[src/rtl/exce_ctrl_if.sv]
// Handshake between main control and the exception sequencer: request/cause flags in,
// exception-entry strobes and status out.
interface exce_ctrl_if;
  logic       exc_req;
  logic       opcode_invalid;
  logic       overflow;
  logic       div_zero;
  logic       busy;
  logic [1:0] exce_sel;
  logic       iord_exc;
  logic       mem_rd;
  logic       epc_write;
  logic       mdr_write;
  logic       pc_load;
  logic       pc_src_exc;
  logic       done;
  logic [1:0] cause;
  logic       exc_lost;

  modport master (
    output exc_req, opcode_invalid, overflow, div_zero,
    input  busy, exce_sel, iord_exc, mem_rd, epc_write, mdr_write,
           pc_load, pc_src_exc, done, cause, exc_lost
  );

  modport slave (
    input  exc_req, opcode_invalid, overflow, div_zero,
    output busy, exce_sel, iord_exc, mem_rd, epc_write, mdr_write,
           pc_load, pc_src_exc, done, cause, exc_lost
  );
endinterface

[src/rtl/exce_ctrl_unit.sv]
// Exception-entry sequencer: saves EPC, fetches the handler byte at 253/254/255
// and loads it into PC. All outputs are registered alongside the state.
module exce_ctrl_unit #(
  parameter int unsigned MEM_WAIT = 1
) (
  input  logic       clk,
  input  logic       reset,
  exce_ctrl_if.slave bus
);

  localparam int unsigned CNT_W = 4;
  localparam logic [1:0]  SEL_IDLE = 2'b11;

  typedef enum logic [2:0] {
    IDLE,
    SAVE_EPC,
    MEM_RD,
    LATCH,
    LOAD_PC
  } state_t;

  state_t           state;
  logic [CNT_W-1:0] cnt;
  logic [1:0]       req_cause;
  logic             any_flag;

  // Fixed priority: opcode_invalid > overflow > div_zero
  always_comb begin
    any_flag = bus.opcode_invalid | bus.overflow | bus.div_zero;
    if (bus.opcode_invalid)  req_cause = 2'b00;
    else if (bus.overflow)   req_cause = 2'b01;
    else                     req_cause = 2'b10;
  end

  // Outputs are set for the state being entered, so they behave as Moore outputs of state
  always_ff @(posedge clk or negedge reset) begin
    if (!reset) begin
      state          <= IDLE;
      cnt            <= '0;
      bus.cause      <= 2'b00;
      bus.exc_lost   <= 1'b0;
      bus.busy       <= 1'b0;
      bus.exce_sel   <= SEL_IDLE;
      bus.iord_exc   <= 1'b0;
      bus.mem_rd     <= 1'b0;
      bus.epc_write  <= 1'b0;
      bus.mdr_write  <= 1'b0;
      bus.pc_load    <= 1'b0;
      bus.pc_src_exc <= 1'b0;
      bus.done       <= 1'b0;
    end else begin
      bus.iord_exc   <= 1'b0;
      bus.mem_rd     <= 1'b0;
      bus.epc_write  <= 1'b0;
      bus.mdr_write  <= 1'b0;
      bus.pc_load    <= 1'b0;
      bus.pc_src_exc <= 1'b0;
      bus.done       <= 1'b0;

      if (state != IDLE && bus.exc_req) bus.exc_lost <= 1'b1;

      case (state)
        IDLE: begin
          if (bus.exc_req && any_flag) begin
            state         <= SAVE_EPC;
            bus.cause     <= req_cause;
            bus.exce_sel  <= req_cause;
            bus.busy      <= 1'b1;
            bus.epc_write <= 1'b1;
          end
        end
        SAVE_EPC: begin
          state        <= MEM_RD;
          cnt          <= CNT_W'(MEM_WAIT - 1);
          bus.mem_rd   <= 1'b1;
          bus.iord_exc <= 1'b1;
        end
        MEM_RD: begin
          if (cnt == '0) begin
            state         <= LATCH;
            bus.mdr_write <= 1'b1;
          end else begin
            cnt          <= cnt - CNT_W'(1);
            bus.mem_rd   <= 1'b1;
            bus.iord_exc <= 1'b1;
          end
        end
        LATCH: begin
          state          <= LOAD_PC;
          bus.pc_load    <= 1'b1;
          bus.pc_src_exc <= 1'b1;
          bus.done       <= 1'b1;
        end
        LOAD_PC: begin
          state        <= IDLE;
          bus.busy     <= 1'b0;
          bus.exce_sel <= SEL_IDLE;
        end
        default: begin
          state        <= IDLE;
          bus.busy     <= 1'b0;
          bus.exce_sel <= SEL_IDLE;
        end
      endcase
    end
  end

endmodule
[src/flat_wrapper.sv]
// flat-port wrapper written by rule: the top's interface ports become plain ports
module exce_ctrl_unit_flat 
#(
  parameter int unsigned MEM_WAIT = 1
)
  (clk, reset, bus_exc_req, bus_opcode_invalid, bus_overflow, bus_div_zero, bus_busy, bus_exce_sel, bus_iord_exc, bus_mem_rd, bus_epc_write, bus_mdr_write, bus_pc_load, bus_pc_src_exc, bus_done, bus_cause, bus_exc_lost);
  exce_ctrl_if bus_i ();
  input  logic clk;
  input  logic reset;
  input wire logic [$bits(bus_i.exc_req)-1:0] bus_exc_req;
  input wire logic [$bits(bus_i.opcode_invalid)-1:0] bus_opcode_invalid;
  input wire logic [$bits(bus_i.overflow)-1:0] bus_overflow;
  input wire logic [$bits(bus_i.div_zero)-1:0] bus_div_zero;
  output wire logic [$bits(bus_i.busy)-1:0] bus_busy;
  output wire logic [$bits(bus_i.exce_sel)-1:0] bus_exce_sel;
  output wire logic [$bits(bus_i.iord_exc)-1:0] bus_iord_exc;
  output wire logic [$bits(bus_i.mem_rd)-1:0] bus_mem_rd;
  output wire logic [$bits(bus_i.epc_write)-1:0] bus_epc_write;
  output wire logic [$bits(bus_i.mdr_write)-1:0] bus_mdr_write;
  output wire logic [$bits(bus_i.pc_load)-1:0] bus_pc_load;
  output wire logic [$bits(bus_i.pc_src_exc)-1:0] bus_pc_src_exc;
  output wire logic [$bits(bus_i.done)-1:0] bus_done;
  output wire logic [$bits(bus_i.cause)-1:0] bus_cause;
  output wire logic [$bits(bus_i.exc_lost)-1:0] bus_exc_lost;
  assign bus_i.exc_req = bus_exc_req;
  assign bus_i.opcode_invalid = bus_opcode_invalid;
  assign bus_i.overflow = bus_overflow;
  assign bus_i.div_zero = bus_div_zero;
  assign bus_busy = bus_i.busy;
  assign bus_exce_sel = bus_i.exce_sel;
  assign bus_iord_exc = bus_i.iord_exc;
  assign bus_mem_rd = bus_i.mem_rd;
  assign bus_epc_write = bus_i.epc_write;
  assign bus_mdr_write = bus_i.mdr_write;
  assign bus_pc_load = bus_i.pc_load;
  assign bus_pc_src_exc = bus_i.pc_src_exc;
  assign bus_done = bus_i.done;
  assign bus_cause = bus_i.cause;
  assign bus_exc_lost = bus_i.exc_lost;
  exce_ctrl_unit #(.MEM_WAIT(MEM_WAIT)) u_core (.clk(clk), .reset(reset), .bus(bus_i));
endmodule
[config.mk]
export PLATFORM = sky130hd
export DESIGN_NAME = exce_ctrl_unit_flat
export DESIGN_NICKNAME = d
export VERILOG_FILES = /design/src/rtl/exce_ctrl_if.sv /design/src/rtl/exce_ctrl_unit.sv /design/src/flat_wrapper.sv
export SDC_FILE = /design/constraint.sdc
export NUM_CORES = 1
export LEC_CHECK = 0
export ABC_AREA = 1
export CAP_MARGIN = 20
export CORE_UTILIZATION = 39
export CTS_BUF_LIST = sky130_fd_sc_hd__clkbuf_2
export CTS_CLUSTER_DIAMETER = 80
export DETAILED_ROUTE_END_ITERATION = 12
export PLACE_DENSITY_LB_ADDON = 0.25
export SETUP_SLACK_MARGIN = 0.2
export SLEW_MARGIN = 20
export SYNTH_ARGS = -nofsm -noshare
export SYNTH_HDL_FRONTEND = slang
export SYNTH_SLANG_ARGS = --single-unit
[constraint.sdc]
create_clock -name clk -period 1.8 [get_ports clk]
set_input_delay 0.36 -clock clk [delete_from_list [all_inputs] [get_ports clk]]
set_output_delay 0.36 -clock clk [all_outputs]
set_load 0.01 [all_outputs]
==> results.txt, run 1 <==
Filler instances = 195
Wire length per cell = 9.99 um
FMAX = 669 MHz
Vias = 599
Die Y = 47.8 um
Chain of cells forming the critical path = dlygate4sd2_1
Synthesis Warnings = 0
Metal-1 WL = 630 um
Mapped Nets = 95
Area occupied by multi-input gates = 324 um2
Synth unique cells = 20
Worst Reg2Reg Path Length in Cells = 7
Congestion Overflow GR = 0
Slowest stage delay, CP = 0.57 ns
Commonest cells after routing, fill and taps aside = 20 x nand2_1, 15 x dfrtp_1, 9 x inv_1
Worst-margin pin slew = 0.375 ns
Initial drt markers = 7
Vias/cell = 4.44
Nets@finish = 117
RSZ-0062 raised after global routing = no
Period Utilization, post-route = 83.0%
DR pass1 iterations = 4
Final GP Congestion = 0.709
Switching power = 721 uW
Rows = 16
RR Startpoint = u_core.cnt[0]$_DFFE_PN0P_
GRT Total Usage = 15.1%
Crit path max fanout = 2
DR top layer = met4
VDD IR-drop max = 0.000633 V
Sw Ratio = 42.7%
Total core area = 1960 um2
Hold WC Path Type = input pin to async pin
Async set or reset register ratio after synthesis = 100%
Hold_ws = 0.290 ns
N_diodes = 0
Crit-path leading delay family = flip-flops
Area Growth Syn to Fin = 27.9%
Post-DRT Antenna Nets = 0
Metal2 WL = 602 um
Number of port buffers = 18
Primary FF master, synth = dfrtp_1
Maxcap violations = 0
Total die area = 2290 um2
Worst-case clock buffer depth = 2
CTS tree = yes
Final setup vio count = 0
Max-slew headroom = 74.8%
Clock skew = 0.00263 ns
Clock power frac = 10.9%
CTS root buffer = clkbuf_2
Endpoint type of the worst setup path = primary output
Comb power frac = 51.0%
WP data required = 1.44 ns
Register area share after synthesis = 52.2%
Post-Syn Area = 820 um2
R2R Path End = u_core.cnt[2]$_DFFE_PN0P_
Status = completed
CTS Hold Bufs = 0
#FFs+latches synth = 17
Drc violations = 0
Crit path launch type = flip-flop
Chip Width = 47.8 um
CP Class = flip-flop to primary output
Setup slack, reg-to-reg = 0.53 ns
Num Clock Sinks = 17
Worst setup margin = 0.306 ns
Leak = 0.000602 uW
H-Tree Depth = 1
Largest net degree at the start of global routing = 11
Initial antenna violation count = 0
WP data arrival = 1.13 ns
TritonCTS buffer count = 3
Final wirelength = 1.35 mm
Number of flops mapped to enable cells by yosys = 0
Commonest non-fill, non-tap cell in the layout = nand2_1
Avg Cell Area, Syn = 9.42 um2
Worst skew pair latency = 0.31 ns
Io pins = 19
Number of global-route vias before repair = 550
Buf/Inv on CP = 1
Initial Util = 41.8%
Total chip power = 1690 uW
Internal Pwr Total = 967 uW
Reg clk slew, reported paths = 0.16 ns
CP max-delay cell = dfstp_2
First-pass GRT wire length = 2.23 mm
Synthesized instance count = 87
Power Dens Cells = 1610 nW/um2
Fin crit period = 1.49 ns
Final-report max-slew violation count = 0
Share of cells above drive strength 1 = 20.4%
Area occupied by registers = 428 um2
Fin. Hold Viols = 0
Post-DP HPWL = 1.06 mm
Post-Place Worst Slack = 0.334 ns
Sequential Power Share = 38.1%
Met3 WL = 71 um
TNS Setup = 0 ns
-- cells by family (layout without fill, tap and decap cells) --
family | after synthesis | count (layout) | synth area share [%]
simple gates | 44 | 44 | 29.3
compound gates | 8 | 8 | 6.11
xor+xnor | 1 | 1 | 1.07
fa+ha+maj | 2 | 2 | 3.05
flops | 17 | 17 | 52.2
buf+inv | 15 | 36 | 8.24
-- routing by layer --
metal / up-vias / global-route usage (%)
met1: 265 / 18.3
li1: 316 / -
met4: 0 / 10.0
met3: 5 / 4.53
met2: 13 / 23.0
met5: - / 0
-- state kept, by name, summed over array words and instances (netlist names) --
signal	count
u_core.bus.epc_write	1
u_core.state	3
u_core.bus.exc_lost	1
u_core.bus.mdr_write	1
u_core.cnt	4
u_core.bus.pc_load	1
u_core.bus.exce_sel	2
u_core.bus.iord_exc	1
u_core.bus.busy	1
u_core.bus.cause	2
-- layout make-up --
class | instances | area share, %
Inverter | 12 | 4.30
Tap cell | 27 | 3.22
Multi-Input combinational cell | 55 | 30.9
Timing Repair Buffer | 20 | 18.9
Clock buffer | 4 | 1.91
Sequential cell | 17 | 40.8
-- cells in the mapped netlist (3+ instances only) --
library cell,n,area (um2)
nand2_1,20,75.1
buf_4,3,22.5
nand3_1,8,40.0
inv_1,9,33.8
nand2_4,3,33.8
nor2_1,5,18.8
inv_2,3,11.3
o21ai_0,4,20.0
dfrtp_1,15,375
-- power groups by stage --
stage | clock, uW | combinational (uW) | sequential, uW
2_1_floorplan | 0 | 596 | 685
3_3_place_gp | 0 | 901 | 652
3_5_place_dp | 0 | 918 | 659
4_1_cts | 194 | 889 | 646
5_1_grt | 208 | 974 | 663
6_report | 184 | 861 | 643
-- per-stage QoR --
| step | util, % | instance area [um2] | instances |
|---|---|---|---|
| after floorplan | - | 820 | 87 |
| after global placement | 51.9 | 1020 | 130 |
| after detailed placement | 51.9 | 1020 | 130 |
| after CTS | 52.8 | 1040 | 135 |
| after global routing | 53.4 | 1050 | 135 |
| final | 53.4 | 1050 | 135 |
-- what timing repair did --
action	CTS	global route
endpoints found under the setup margin	9	5
setup buffers	1	0
resized for setup	8	5
-- how the worst max path moves through the flow --
stage	startpoint	endpoint	cells past startpoint
floorplan	u_core.cnt[0]$_DFFE_PN0P_	u_core.cnt[2]$_DFFE_PN0P_	7
global placement	bus_overflow	u_core.bus.busy$_DFFE_PN0P_	8
detailed placement	bus_overflow	u_core.bus.busy$_DFFE_PN0P_	8
CTS	u_core.bus.iord_exc$_DFF_PN0_	bus_mem_rd	1
global route	u_core.bus.exce_sel[0]$_DFFE_PN1P_	bus_exce_sel[0]	1
finish	u_core.bus.exce_sel[1]$_DFFE_PN1P_	bus_exce_sel[1]	1
Power figures use the tool's default switching activity.
==> run 2: changes to the inputs <==
clock period = 1.6 ns   (was 1.8 ns; I/O delays follow)
==> results.txt, run 2 (synthesis gave the netlist of run 1 again) <==
Crit path launch type = flip-flop
Nets@finish = 116
R2R Path End = u_core.cnt[2]$_DFFE_PN0P_
Period Utilization, post-route = 80.4%
Setup slack, reg-to-reg = 0.34 ns
FMAX = 777 MHz
Crit. Startpoint = u_core.bus.pc_load$_DFF_PN0_
Crit path depth = 1
Number of global-route vias before repair = 496
CTS tree = yes
Filler instances = 209
Num Clock Sinks = 17
Io pins = 19
Crit path to = bus_pc_src_exc
WP data arrival = 0.97 ns
Total die area = 2290 um2
Total core area = 1960 um2
Hold WC Path Type = input pin to async pin
Fin. Hold Viols = 0
Drc violations = 0
Largest net degree at the start of global routing = 14
Layout Cells excl Fill = 134
Vias/cell = 4.52
Commonest non-fill, non-tap cell in the layout = nand2_1
Power Dens Cells = 1810 nW/um2
Clock skew = 0.00141 ns
Worst-margin pin slew = 0.360 ns
Worst-case clock buffer depth = 2
H-Tree Depth = 1
Largest register FFs = 4
Hold_ws = 0.229 ns
GR met3 Demand/Resource = 5.66%
RSZ-0062 raised after global routing = no
RR Startpoint = u_core.cnt[0]$_DFFE_PN0P_
TritonCTS buffer count = 3
Number of port buffers = 18
Crit-path leading delay family = flip-flops
Worst skew pair latency = 0.28 ns
N_diodes = 0
GRT Total Usage = 13.2%
Routing usage on met1 = 15.6%
Rows = 16
Initial Util = 41.8%
CP Class = flip-flop to primary output
Max-slew headroom = 75.7%
Congestion Overflow GR = 0
Worst setup margin = 0.313 ns
TNS Setup = 0 ns
Final wirelength = 1.27 mm
Share of cells above drive strength 1 = 21.5%
Post-DP HPWL = 1.07 mm
Worst Reg2Reg Path Length in Cells = 7
Maxcap violations = 0
Fin crit period = 1.29 ns
Chain of cells forming the critical path = dlygate4sd2_1
Largest regs = u_core.cnt x4, u_core.state x3
Slowest stage delay, CP = 0.41 ns
DR pass1 iterations = 4
Initial antenna violation count = 0
Crit path max fanout = 3
Wire length per cell = 9.46 um
Chip Width = 47.8 um
CTS root buffer = clkbuf_2
Initial drt markers = 11
Post-Place Worst Slack = 0.163 ns
Placed Cells = 130
Leak = 0.000536 uW
Status = completed
Die Y = 47.8 um
Total chip power = 1840 uW
Reg clk slew, reported paths = 0.14 ns
Buf/Inv on CP = 1
Area occupied by registers = 428 um2
M2 GR Usage = 21.1%
Final-report max-slew violation count = 0
Commonest cells after routing, fill and taps aside = 20 x nand2_1, 15 x dfrtp_1, 11 x dlygate4sd2_1
Area occupied by multi-input gates = 324 um2
CP max-delay cell = dfrtp_1
Final GP Congestion = 0.695
VDD IR-drop max = 0.000691 V
Area Growth Syn to Fin = 23.8%
Busiest layer in global routing = met2
Vias = 606
Post-DRT Antenna Nets = 0
Final setup vio count = 0
Endpoint type of the worst setup path = primary output
Largest Register = u_core.cnt
WP data required = 1.28 ns
First-pass GRT wire length = 2.04 mm
Setup Buffers After CTS = 0
run 2: changes by cell type in the layout (fill, tap and decap cells not counted), sizes merged:
| cell | delta |
|---|---|
| clkbuf | +1 |
| dlygate4sd2 | +3 |
| dlymetal6s2s | -5 |
run 2: what timing repair did:
item | CTS | global route
endpoints found under the setup margin | 13 | 2
endpoints found under the hold margin | 0 | 0
resized for setup | 15 | 3
hold buffers | 0 | 0
run 2: layer usage:
layer / part of all wire [%] / up-vias / wire [um]
met5: 0 / - / 0
met4: 0.87 / 0 / 11
met3: 6.9 / 2 / 88
met2: 48 / 17 / 604
met1: 44 / 276 / 564
li1: - / 311 / -
run 2: area by class of cell:
| class | count | share of cell area [%] |
|---|---|---|
| multi-input cells | 55 | 31.9 |
| repair buffers | 19 | 16.2 |
| well taps | 27 | 3.33 |
| clock buffers | 4 | 1.97 |
| flip-flops and latches | 17 | 42.2 |
| inverters | 12 | 4.44 |
run 2: how the worst min path moves through the flow:
stage / slack [ns] / to / cells past startpoint
2_1_floorplan: 0.02 / u_core.bus.busy$_DFFE_PN0P_ / 0
3_3_place_gp: 0.46 / u_core.bus.exce_sel[0]$_DFFE_PN1P_ / 2
3_5_place_dp: 0.46 / u_core.bus.exce_sel[0]$_DFFE_PN1P_ / 2
4_1_cts: 0.21 / u_core.bus.cause[1]$_DFFE_PN0P_ / 1
5_1_grt: 0.19 / u_core.bus.cause[1]$_DFFE_PN0P_ / 1
6_report: 0.23 / u_core.bus.cause[1]$_DFFE_PN0P_ / 1
run 2: per-stage QoR:
step | area, um2 | util [%]
after floorplan | 820 | -
final | 1010 | 51.7
after global placement | 1020 | 51.9
after global routing | 1010 | 51.7
after CTS | 1020 | 52.2
after detailed placement | 1020 | 51.9
run 2: power by group:
part | switching (uW) | total (uW) | internal, uW
Combinational | 558 | 929 | 371
Clock | 116 | 183 | 66.3
Sequential | 108 | 724 | 616
Total | 782 | 1840 | 1050
